## src/rtl/uart_ram_loader.sv

```systemverilog
// uart_ram_loader: 8N1 UART receiver that packs bytes little-endian into 32-bit
// words and writes them to consecutive RAM word addresses while holding the CPU
// in reset for the duration of a load session.
module uart_ram_loader #(
    parameter int unsigned ADDR_BITS    = 12,
    parameter int unsigned CLKS_PER_BIT = 868
) (
    input  logic                 clk,
    input  logic                 rst,
    input  logic                 uart_rx,
    input  logic                 load_en,
    output logic                 load_we,
    output logic [ADDR_BITS-3:0] load_addr,
    output logic [31:0]          load_data,
    output logic [3:0]           load_sel,
    output logic                 cpu_hold,
    output logic [ADDR_BITS-2:0] word_count,
    output logic                 frame_err,
    output logic                 wrapped
);

    localparam int unsigned WaW  = ADDR_BITS - 2;
    localparam int unsigned CntW = ADDR_BITS - 1;
    localparam int unsigned BitW = (CLKS_PER_BIT > 1) ? $clog2(CLKS_PER_BIT) : 1;

    localparam logic [BitW-1:0] BitFull = BitW'(CLKS_PER_BIT - 1);
    localparam logic [BitW-1:0] BitHalf = BitW'(CLKS_PER_BIT / 2 - 1);
    localparam logic [CntW-1:0] CntMax  = {CntW{1'b1}};

    typedef enum logic [1:0] {StIdle, StStart, StData, StStop} rx_state_e;

    rx_state_e           state_q, state_d;
    logic                rx_meta_q, rx_sync_q;
    logic [BitW-1:0]     bit_cnt_q, bit_cnt_d;
    logic [2:0]          bit_idx_q, bit_idx_d;
    logic [1:0]          byte_idx_q, byte_idx_d;
    logic [7:0]          shift_q, shift_d;
    logic [31:0]         word_q, word_d;
    logic                load_en_q;
    logic                load_we_q, load_we_d;
    logic [WaW-1:0]      load_addr_q, load_addr_d;
    logic [31:0]         load_data_q, load_data_d;
    logic [3:0]          load_sel_q, load_sel_d;
    logic [CntW-1:0]     word_count_q, word_count_d;
    logic                frame_err_q, frame_err_d;
    logic                wrapped_q, wrapped_d;

    // Two-flop synchronizer for the asynchronous RX pin; idle level is high.
    always_ff @(posedge clk) begin
        if (rst) begin
            rx_meta_q <= 1'b1;
            rx_sync_q <= 1'b1;
        end else begin
            rx_meta_q <= uart_rx;
            rx_sync_q <= rx_meta_q;
        end
    end

    // Next-state logic: RX bit timing, word assembly, write strobe and session control.
    always_comb begin
        state_d      = state_q;
        bit_cnt_d    = bit_cnt_q;
        bit_idx_d    = bit_idx_q;
        byte_idx_d   = byte_idx_q;
        shift_d      = shift_q;
        word_d       = word_q;
        load_we_d    = 1'b0;
        load_sel_d   = 4'b0000;
        load_addr_d  = load_addr_q;
        load_data_d  = load_data_q;
        word_count_d = word_count_q;
        frame_err_d  = frame_err_q;
        wrapped_d    = wrapped_q;

        // The write strobed last cycle is complete; advance to the next word.
        if (load_we_q) begin
            load_addr_d = load_addr_q + WaW'(1);
            if (&load_addr_q) begin
                wrapped_d = 1'b1;
            end
            if (word_count_q != CntMax) begin
                word_count_d = word_count_q + CntW'(1);
            end
        end

        // A new session starts with clean sticky flags.
        if (load_en && !load_en_q) begin
            frame_err_d = 1'b0;
            wrapped_d   = 1'b0;
        end

        if (!load_en) begin
            state_d      = StIdle;
            bit_cnt_d    = '0;
            bit_idx_d    = '0;
            byte_idx_d   = '0;
            load_addr_d  = '0;
            word_count_d = '0;
        end else begin
            unique case (state_q)
                StIdle: begin
                    if (!rx_sync_q) begin
                        state_d   = StStart;
                        bit_cnt_d = '0;
                    end
                end
                StStart: begin
                    if (bit_cnt_q == BitHalf) begin
                        bit_cnt_d = '0;
                        bit_idx_d = '0;
                        // A start bit gone high by mid-bit is a glitch, not a frame.
                        state_d   = rx_sync_q ? StIdle : StData;
                    end else begin
                        bit_cnt_d = bit_cnt_q + BitW'(1);
                    end
                end
                StData: begin
                    if (bit_cnt_q == BitFull) begin
                        bit_cnt_d = '0;
                        shift_d   = {rx_sync_q, shift_q[7:1]};
                        if (bit_idx_q == 3'd7) begin
                            state_d = StStop;
                        end else begin
                            bit_idx_d = bit_idx_q + 3'd1;
                        end
                    end else begin
                        bit_cnt_d = bit_cnt_q + BitW'(1);
                    end
                end
                StStop: begin
                    if (bit_cnt_q == BitFull) begin
                        bit_cnt_d = '0;
                        state_d   = StIdle;
                        if (rx_sync_q) begin
                            if (byte_idx_q == 2'd3) begin
                                load_data_d = {shift_q, word_q[23:0]};
                                load_we_d   = 1'b1;
                                load_sel_d  = 4'b1111;
                                byte_idx_d  = '0;
                            end else begin
                                word_d[{byte_idx_q, 3'b000} +: 8] = shift_q;
                                byte_idx_d = byte_idx_q + 2'd1;
                            end
                        end else begin
                            // Bad stop bit: drop this byte and the partial word.
                            frame_err_d = 1'b1;
                            byte_idx_d  = '0;
                        end
                    end else begin
                        bit_cnt_d = bit_cnt_q + BitW'(1);
                    end
                end
                default: state_d = StIdle;
            endcase
        end
    end

    // State and output registers with synchronous reset.
    always_ff @(posedge clk) begin
        if (rst) begin
            state_q      <= StIdle;
            bit_cnt_q    <= '0;
            bit_idx_q    <= '0;
            byte_idx_q   <= '0;
            shift_q      <= '0;
            word_q       <= '0;
            load_en_q    <= 1'b0;
            load_we_q    <= 1'b0;
            load_addr_q  <= '0;
            load_data_q  <= '0;
            load_sel_q   <= '0;
            word_count_q <= '0;
            frame_err_q  <= 1'b0;
            wrapped_q    <= 1'b0;
        end else begin
            state_q      <= state_d;
            bit_cnt_q    <= bit_cnt_d;
            bit_idx_q    <= bit_idx_d;
            byte_idx_q   <= byte_idx_d;
            shift_q      <= shift_d;
            word_q       <= word_d;
            load_en_q    <= load_en;
            load_we_q    <= load_we_d;
            load_addr_q  <= load_addr_d;
            load_data_q  <= load_data_d;
            load_sel_q   <= load_sel_d;
            word_count_q <= word_count_d;
            frame_err_q  <= frame_err_d;
            wrapped_q    <= wrapped_d;
        end
    end

    assign load_we    = load_we_q;
    assign load_addr  = load_addr_q;
    assign load_data  = load_data_q;
    assign load_sel   = load_sel_q;
    assign word_count = word_count_q;
    assign frame_err  = frame_err_q;
    assign wrapped    = wrapped_q;
    // CPU stays in reset through the write cycle even if load_en has just dropped.
    assign cpu_hold   = load_en | load_we_q;

endmodule

```

## config.mk

```make
export PLATFORM = sky130hd
export DESIGN_NAME = uart_ram_loader
export DESIGN_NICKNAME = d
export VERILOG_FILES = /design/src/rtl/uart_ram_loader.sv
export SDC_FILE = /design/constraint.sdc
export NUM_CORES = 1
export LEC_CHECK = 0
export CORE_MARGIN = 10
export CORE_UTILIZATION = 35
export DETAILED_ROUTE_END_ITERATION = 10
export GPL_TIMING_DRIVEN = 0
export PLACE_DENSITY = 0.54
export REMOVE_ABC_BUFFERS = 1
export SLEW_MARGIN = 0
export SYNTH_ARGS = -nofsm -noshare
export SYNTH_HDL_FRONTEND = slang
export SYNTH_SLANG_ARGS = --single-unit
```

## constraint.sdc

```tcl
create_clock -name clk -period 3.8 [get_ports clk]
set_clock_uncertainty 0.1 [all_clocks]
set_input_delay 0.76 -clock clk [delete_from_list [all_inputs] [get_ports clk]]
set_output_delay 0.76 -clock clk [all_outputs]
set_load 0.005 [all_outputs]
```

# Word-level counts from Yosys, hierarchy flattened
# Index checks and enable logic that the tools add are counted.
[word_totals]
mem_bits_ro = 0
latch_bits = 0
memories = 0
out_inout_bits = 61
mem_bits_rw = 0
ff_bits = 120
[op_classes]
muxes = 25
bitwise_logic = 6
reduce_logical = 16
mul = 0
eq_ne = 14
shift = 2
n_div = 0
order_cmp = 0
n_addsub = 6
[op_table]
columns = ["op", "n"]
rows = [
  ["32-bit bitwise mux", 1],
  ["8-bit by 7-bit variable shift with 32-bit output, first input constant", 1],
  ["8-bit by 7-bit indexed part select with 32-bit output", 1],
  ["10-bit two-way mux", 3],
  ["10-bit case mux with 3 select lines", 1],
  ["10-bit by 1-bit adder with 10-bit output, second input constant", 2],
  ["2-bit two-way mux", 8],
  ["5-bit AND reduction", 3],
  ["2-bit != test, second input constant", 6],
  ["11-bit by 1-bit adder with 11-bit output, second input constant", 1],
  ["11-bit != test, second input constant", 1],
  ["11-bit AND reduction", 1],
  ["10-bit == test, second input constant", 1],
  ["10-bit by 9-bit == test with 1-bit output, second input constant", 1],
  ["3-bit two-way mux", 3],
  ["2-bit case mux with 4 select lines", 1],
  ["5-bit negation with 7-bit output", 1],
  ["2-bit == test, second input constant", 3],
  ["1-bit two-way mux", 6],
  ["3-bit case mux with 2 select lines", 1],
  ["2-bit OR reduction", 3],
  ["1-bit inverter", 5],
  ["5-bit OR reduction", 1],
  ["4-bit two-way mux", 1],
  ["other kinds (12)", 13],
]

# Logic depth before layout (Yosys ltp)
[logic_depth]
depth_word = 7
ltp_mapped = 7

# Worst setup path before layout
# No wires, ideal clock.
[synth_path]
path_type = "register -> register"
start = "register bit_cnt_q[0]"
end = "register word_q[15]"
required_ns = 3.628
slack_ns = 1.898
arrival_ns = 1.730
stages_incl_launch_ff = 7
path_buffers = 1
setup_time_ns = 0.072
synth_period_minus_slack_ns = 1.902
path_cell_list = "dfxtp_1 -> ha_1 -> nand4b_1 -> nor3_4 -> and4_1 -> buf_4 -> mux2i_1"
[synth_via]
elab_chain_len = 2
[synth_rtl]
columns = ["item", "line", "rtl"]
rows = [
  ["from (decl)", "34", "logic [BitW-1:0] bit_cnt_q, bit_cnt_d;"],
  ["from (signal assigned)", "177", "bit_cnt_q <= bit_cnt_d;"],
  ["10-bit == test", "131", "if (bit_cnt_q == BitFull) begin"],
  ["5-bit AND reduction (no line)", "n/a", ""],
  ["to (signal assigned)", "181", "word_q <= word_d;"],
  ["to (decl)", "38", "logic [31:0] word_q, word_d;"],
]
# No other way between the ends.
# A chain may end at the register's enable or synchronous reset.

# Worst setup path after layout
[layout_path]
start = "input port load_en"
end = "output port cpu_hold"
[layout_via]
elab_chain_len = 1
[layout_rtl]
columns = ["item", "line", "rtl"]
rows = [
  ["from (decl)", "11", "input logic load_en,"],
  ["1-bit OR", "201", "assign cpu_hold = load_en | load_we_q;"],
  ["to (decl)", "16", "output logic cpu_hold,"],
]
# No other way between the ends.

==> results.yml <==
grt:
  grt_max_degree: 41
  first_global_vias: 3469
  antenna_found_initial: 0
  grt_pass1_wl_mm: 17.0
  track_usage: 0.108
  grt_overflow_total: 0
synth:
  syn_inst: 511
  yosysMostFrequentCell: "dfxtp_1"
  seq_area_frac_synth: 0.444
  yosys-top-cells-count: "108 x dfxtp_1, 70 x nand2b_1, 66 x mux2i_1"
  syn_area_mm2: 0.00487
  ys_seq_elements: 108
  synthArstFlopShare: 0
  synth_edf_count: 0
  synth.area.top_cells: "dfxtp_1 44%, mux2i_1 14%, nand2b_1 9.0%"
  yosysWarningCount: 0
  synth_area_per_cell_um2: 9.52
  synthDistinctLibCells: 49
  ys_dominant_reg_cell: "dfxtp_1"
  yosysTopAreaCell: "dfxtp_1"
  synth.top_cell.area_share: 0.444
timing:
  maxSlewHeadroom: 0.340
  layout_min_cycle_time_ns: 3.09
  min_period_over_period: 0.813
  rsz0062_at_grt: "false"
  drv_slew: 0
  tightest_slew_ns: 0.988
  setup_tns_ns: 0
  finalHoldViolations: 0
  setup_violations: 0
  fmax_mhz: 324
setup_path:
  critPathMaxStageDelay_ns: 0.62
  criticalPathCategory: "primary input to output port"
  cpMaxStageDelayCell: "clkdlybuf4s50_1"
  required_ns: 2.94
  start_kind: "primary input"
  crit_fanout: 10
  cp.arrival_ns: 2.23
  cp.buffers_inverters: 2
  cp_common_cell: "clkdlybuf4s50_1"
  reg2regPathDepth: 5
  crit_chain: "clkdlybuf4s50_1 -> or2_2 -> clkdlybuf4s50_1"
  endpoint_kind: "output port"
  cp_top_family: "buffers and inverters"
  r2r-start: "bit_cnt_q[0]$_SDFFE_PP0P_"
  reg2reg_slack_ns: 1.14
  r2r_end: "load_data[27]$_SDFFE_PP0P_"
detailed_routing:
  totalWireLength_mm: 10.3
  routedWlPerCell_um: 13.9
  drtPass1Iterations: 4
  vias: 3598
  post-route-drc-count: 0
  drt_iter0_markers: 185
  antenna_left: 0
  vias_per_cell: 4.86
run_status:
  status: "completed"
power:
  internal_power_w: 0.00159
  clkPwrFrac: 0.417
  p_comb_frac: 0.022
  switching_power_w: 0.000431
  powerDensity_mw_per_mm2: 345
  p_leak_nw: 2.10
  sequentialPowerShare: 0.561
  sw_frac_of_total: 0.213
  total_power_w: 0.00202
  vdd_drop_max_mv: 0.179
floorplan:
  rows: 43
  io-pin-count: 65
  initial_utilization: 0.353
  design.core.area_mm2: 0.0138
  die_h_um: 138
  dieArea_mm2: 0.0190
  die_x_um: 138
layout:
  drive_above_1_share: 0.0499
  syn_to_final_growth_pct: 20.5
  postLayoutCellArea_mm2: 0.00586
  diodes: 0
  final_nets: 572
  fin_cells: 741
placement:
  dpl.hpwl_mm: 7.37
  dp_cells: 725
  gp_congestion: 0.762
  dpl-instance-area_mm2: 0.00558
  io_buffers: 64
cts:
  cts-resized-gates: 0
  clk_latency_ns: 0.34
  clock-sinks: 108
  clk_pin_slew_ns: 0.07
  htree_levels: 3
  cts_root_buffer: "clkbuf_16"
  cts_buffers: 9
  cts_setup_buffers: 0
  cts_hold_buf: 0
  cts_buffer_depth: 2
  cts_tree: "yes"
min_path:
  hold_depth: 1
  min_to: "rx_sync_q$_SDFF_PP1_"
  hp-class: "flip-flop to flip-flop"
  hold_start: "rx_meta_q$_SDFF_PP1_"
run:
  maxCapViolCount: 0
-- through the flow --
stage          utilization  hold slack, ns  worst slack (ns)
2_1_floorplan            -           0.289              1.54
3_3_place_gp         0.404           0.301             -1.30
3_5_place_dp         0.405           0.303           0.00446
4_1_cts              0.425           0.314             0.348
5_1_grt              0.426           0.318             0.663
6_report             0.426           0.314             0.712
-- cells by family (layout without fill, tap and decap cells) --
kind of cell	count (synthesis)	in the layout	share of synthesized area
AO/OA/AOI/OAI	60	60	0.0787
XOR/XNOR	7	7	0.0126
adder cells (fa/ha/maj)	11	11	0.0283
buffers and inverters	43	93	0.0445
flip-flops	108	108	0.444
multiplexers	66	66	0.136
AND/OR/NAND/NOR	216	216	0.256
-- registers in the layout (all words and copies together) (netlist names), 2 cells and up, named ones only --
signal	cells
load_data	32
word_q	24
word_count	11
bit_cnt_q	10
load_addr	10
shift_q	8
bit_idx_q	3
byte_idx_q	2
-- layer usage --
layer	wire length [um]	vias to the layer above	GRT usage
met5	0	-	0
met4	95	0	0.0307
met3	523	8	0.0279
met2	4710	47	0.166
met1	5000	1685	0.145
li1	-	1858	-
-- final cells by class --
| class | instances | area [um^2] |
|---|---|---|
| clock buffers | 9 | 225 |
| repair buffers | 66 | 671 |
| clock inverters | 6 | 40.0 |
| fillers | 1396 | 7910 |
| well taps | 180 | 225 |
| inverters | 12 | 45.0 |
| flip-flops and latches | 108 | 2160 |
| multi-input cells | 360 | 2500 |
-- worst max-delay path by stage --
stage	depth (start not counted)	from	end	slack (ns)
2_1_floorplan	4	rst	word_count[1]$_SDFFE_PP0P_	1.54
3_3_place_gp	5	rst	word_count[1]$_SDFFE_PP0P_	-1.30
3_5_place_dp	6	rst	word_count[1]$_SDFFE_PP0P_	0.004
4_1_cts	6	rst	word_count[1]$_SDFFE_PP0P_	0.35
5_1_grt	3	load_en	cpu_hold	0.66
6_report	3	load_en	cpu_hold	0.71
-- worst reg2reg max path, stage by stage, from the launching register on --
cell and delay, ns:
dfxtp_1 0.38, ha_1 0.24, nand4b_1 0.31, nor3_4 0.47, nand4_4 0.71, mux2i_1 0.38
-- power by group through the flow --
stage | logic, W | clock network (W) | registers [W]
finish | 0.0000443 | 0.000845 | 0.00114
global route | 0.0000483 | 0.000922 | 0.00113
CTS | 0.0000444 | 0.000881 | 0.00113
detailed placement | 0.0000443 | 0 | 0.00116
global placement | 0.0000430 | 0 | 0.00116
floorplan | 0.0000217 | 0 | 0.00116
-- cell usage in the layout, fill, tap and decap left out, drive strengths merged, types with 2 or more instances in the layout --
cell type      count
dfxtp            108
nand2b            70
mux2i             66
clkdlybuf4s50     63
nand2             48
a21oi             21
nor2              19
nand3             13
inv               12
nor2b             11
ha                11
o21ai             10
clkbuf            10
o22ai              9
or3                7
nor3               7
nand4              7
nor3b              5
o31a               5
xor2               5
nor4               5
clkinv             5
and4               4
or4                4
or2                3
and4b              3
and3               3
and2               3
o31ai              3
o21a               2
xnor2              2
a211oi             2
a311oi             2
buf                2
Note: power is estimated with default switching activity, not from simulation.
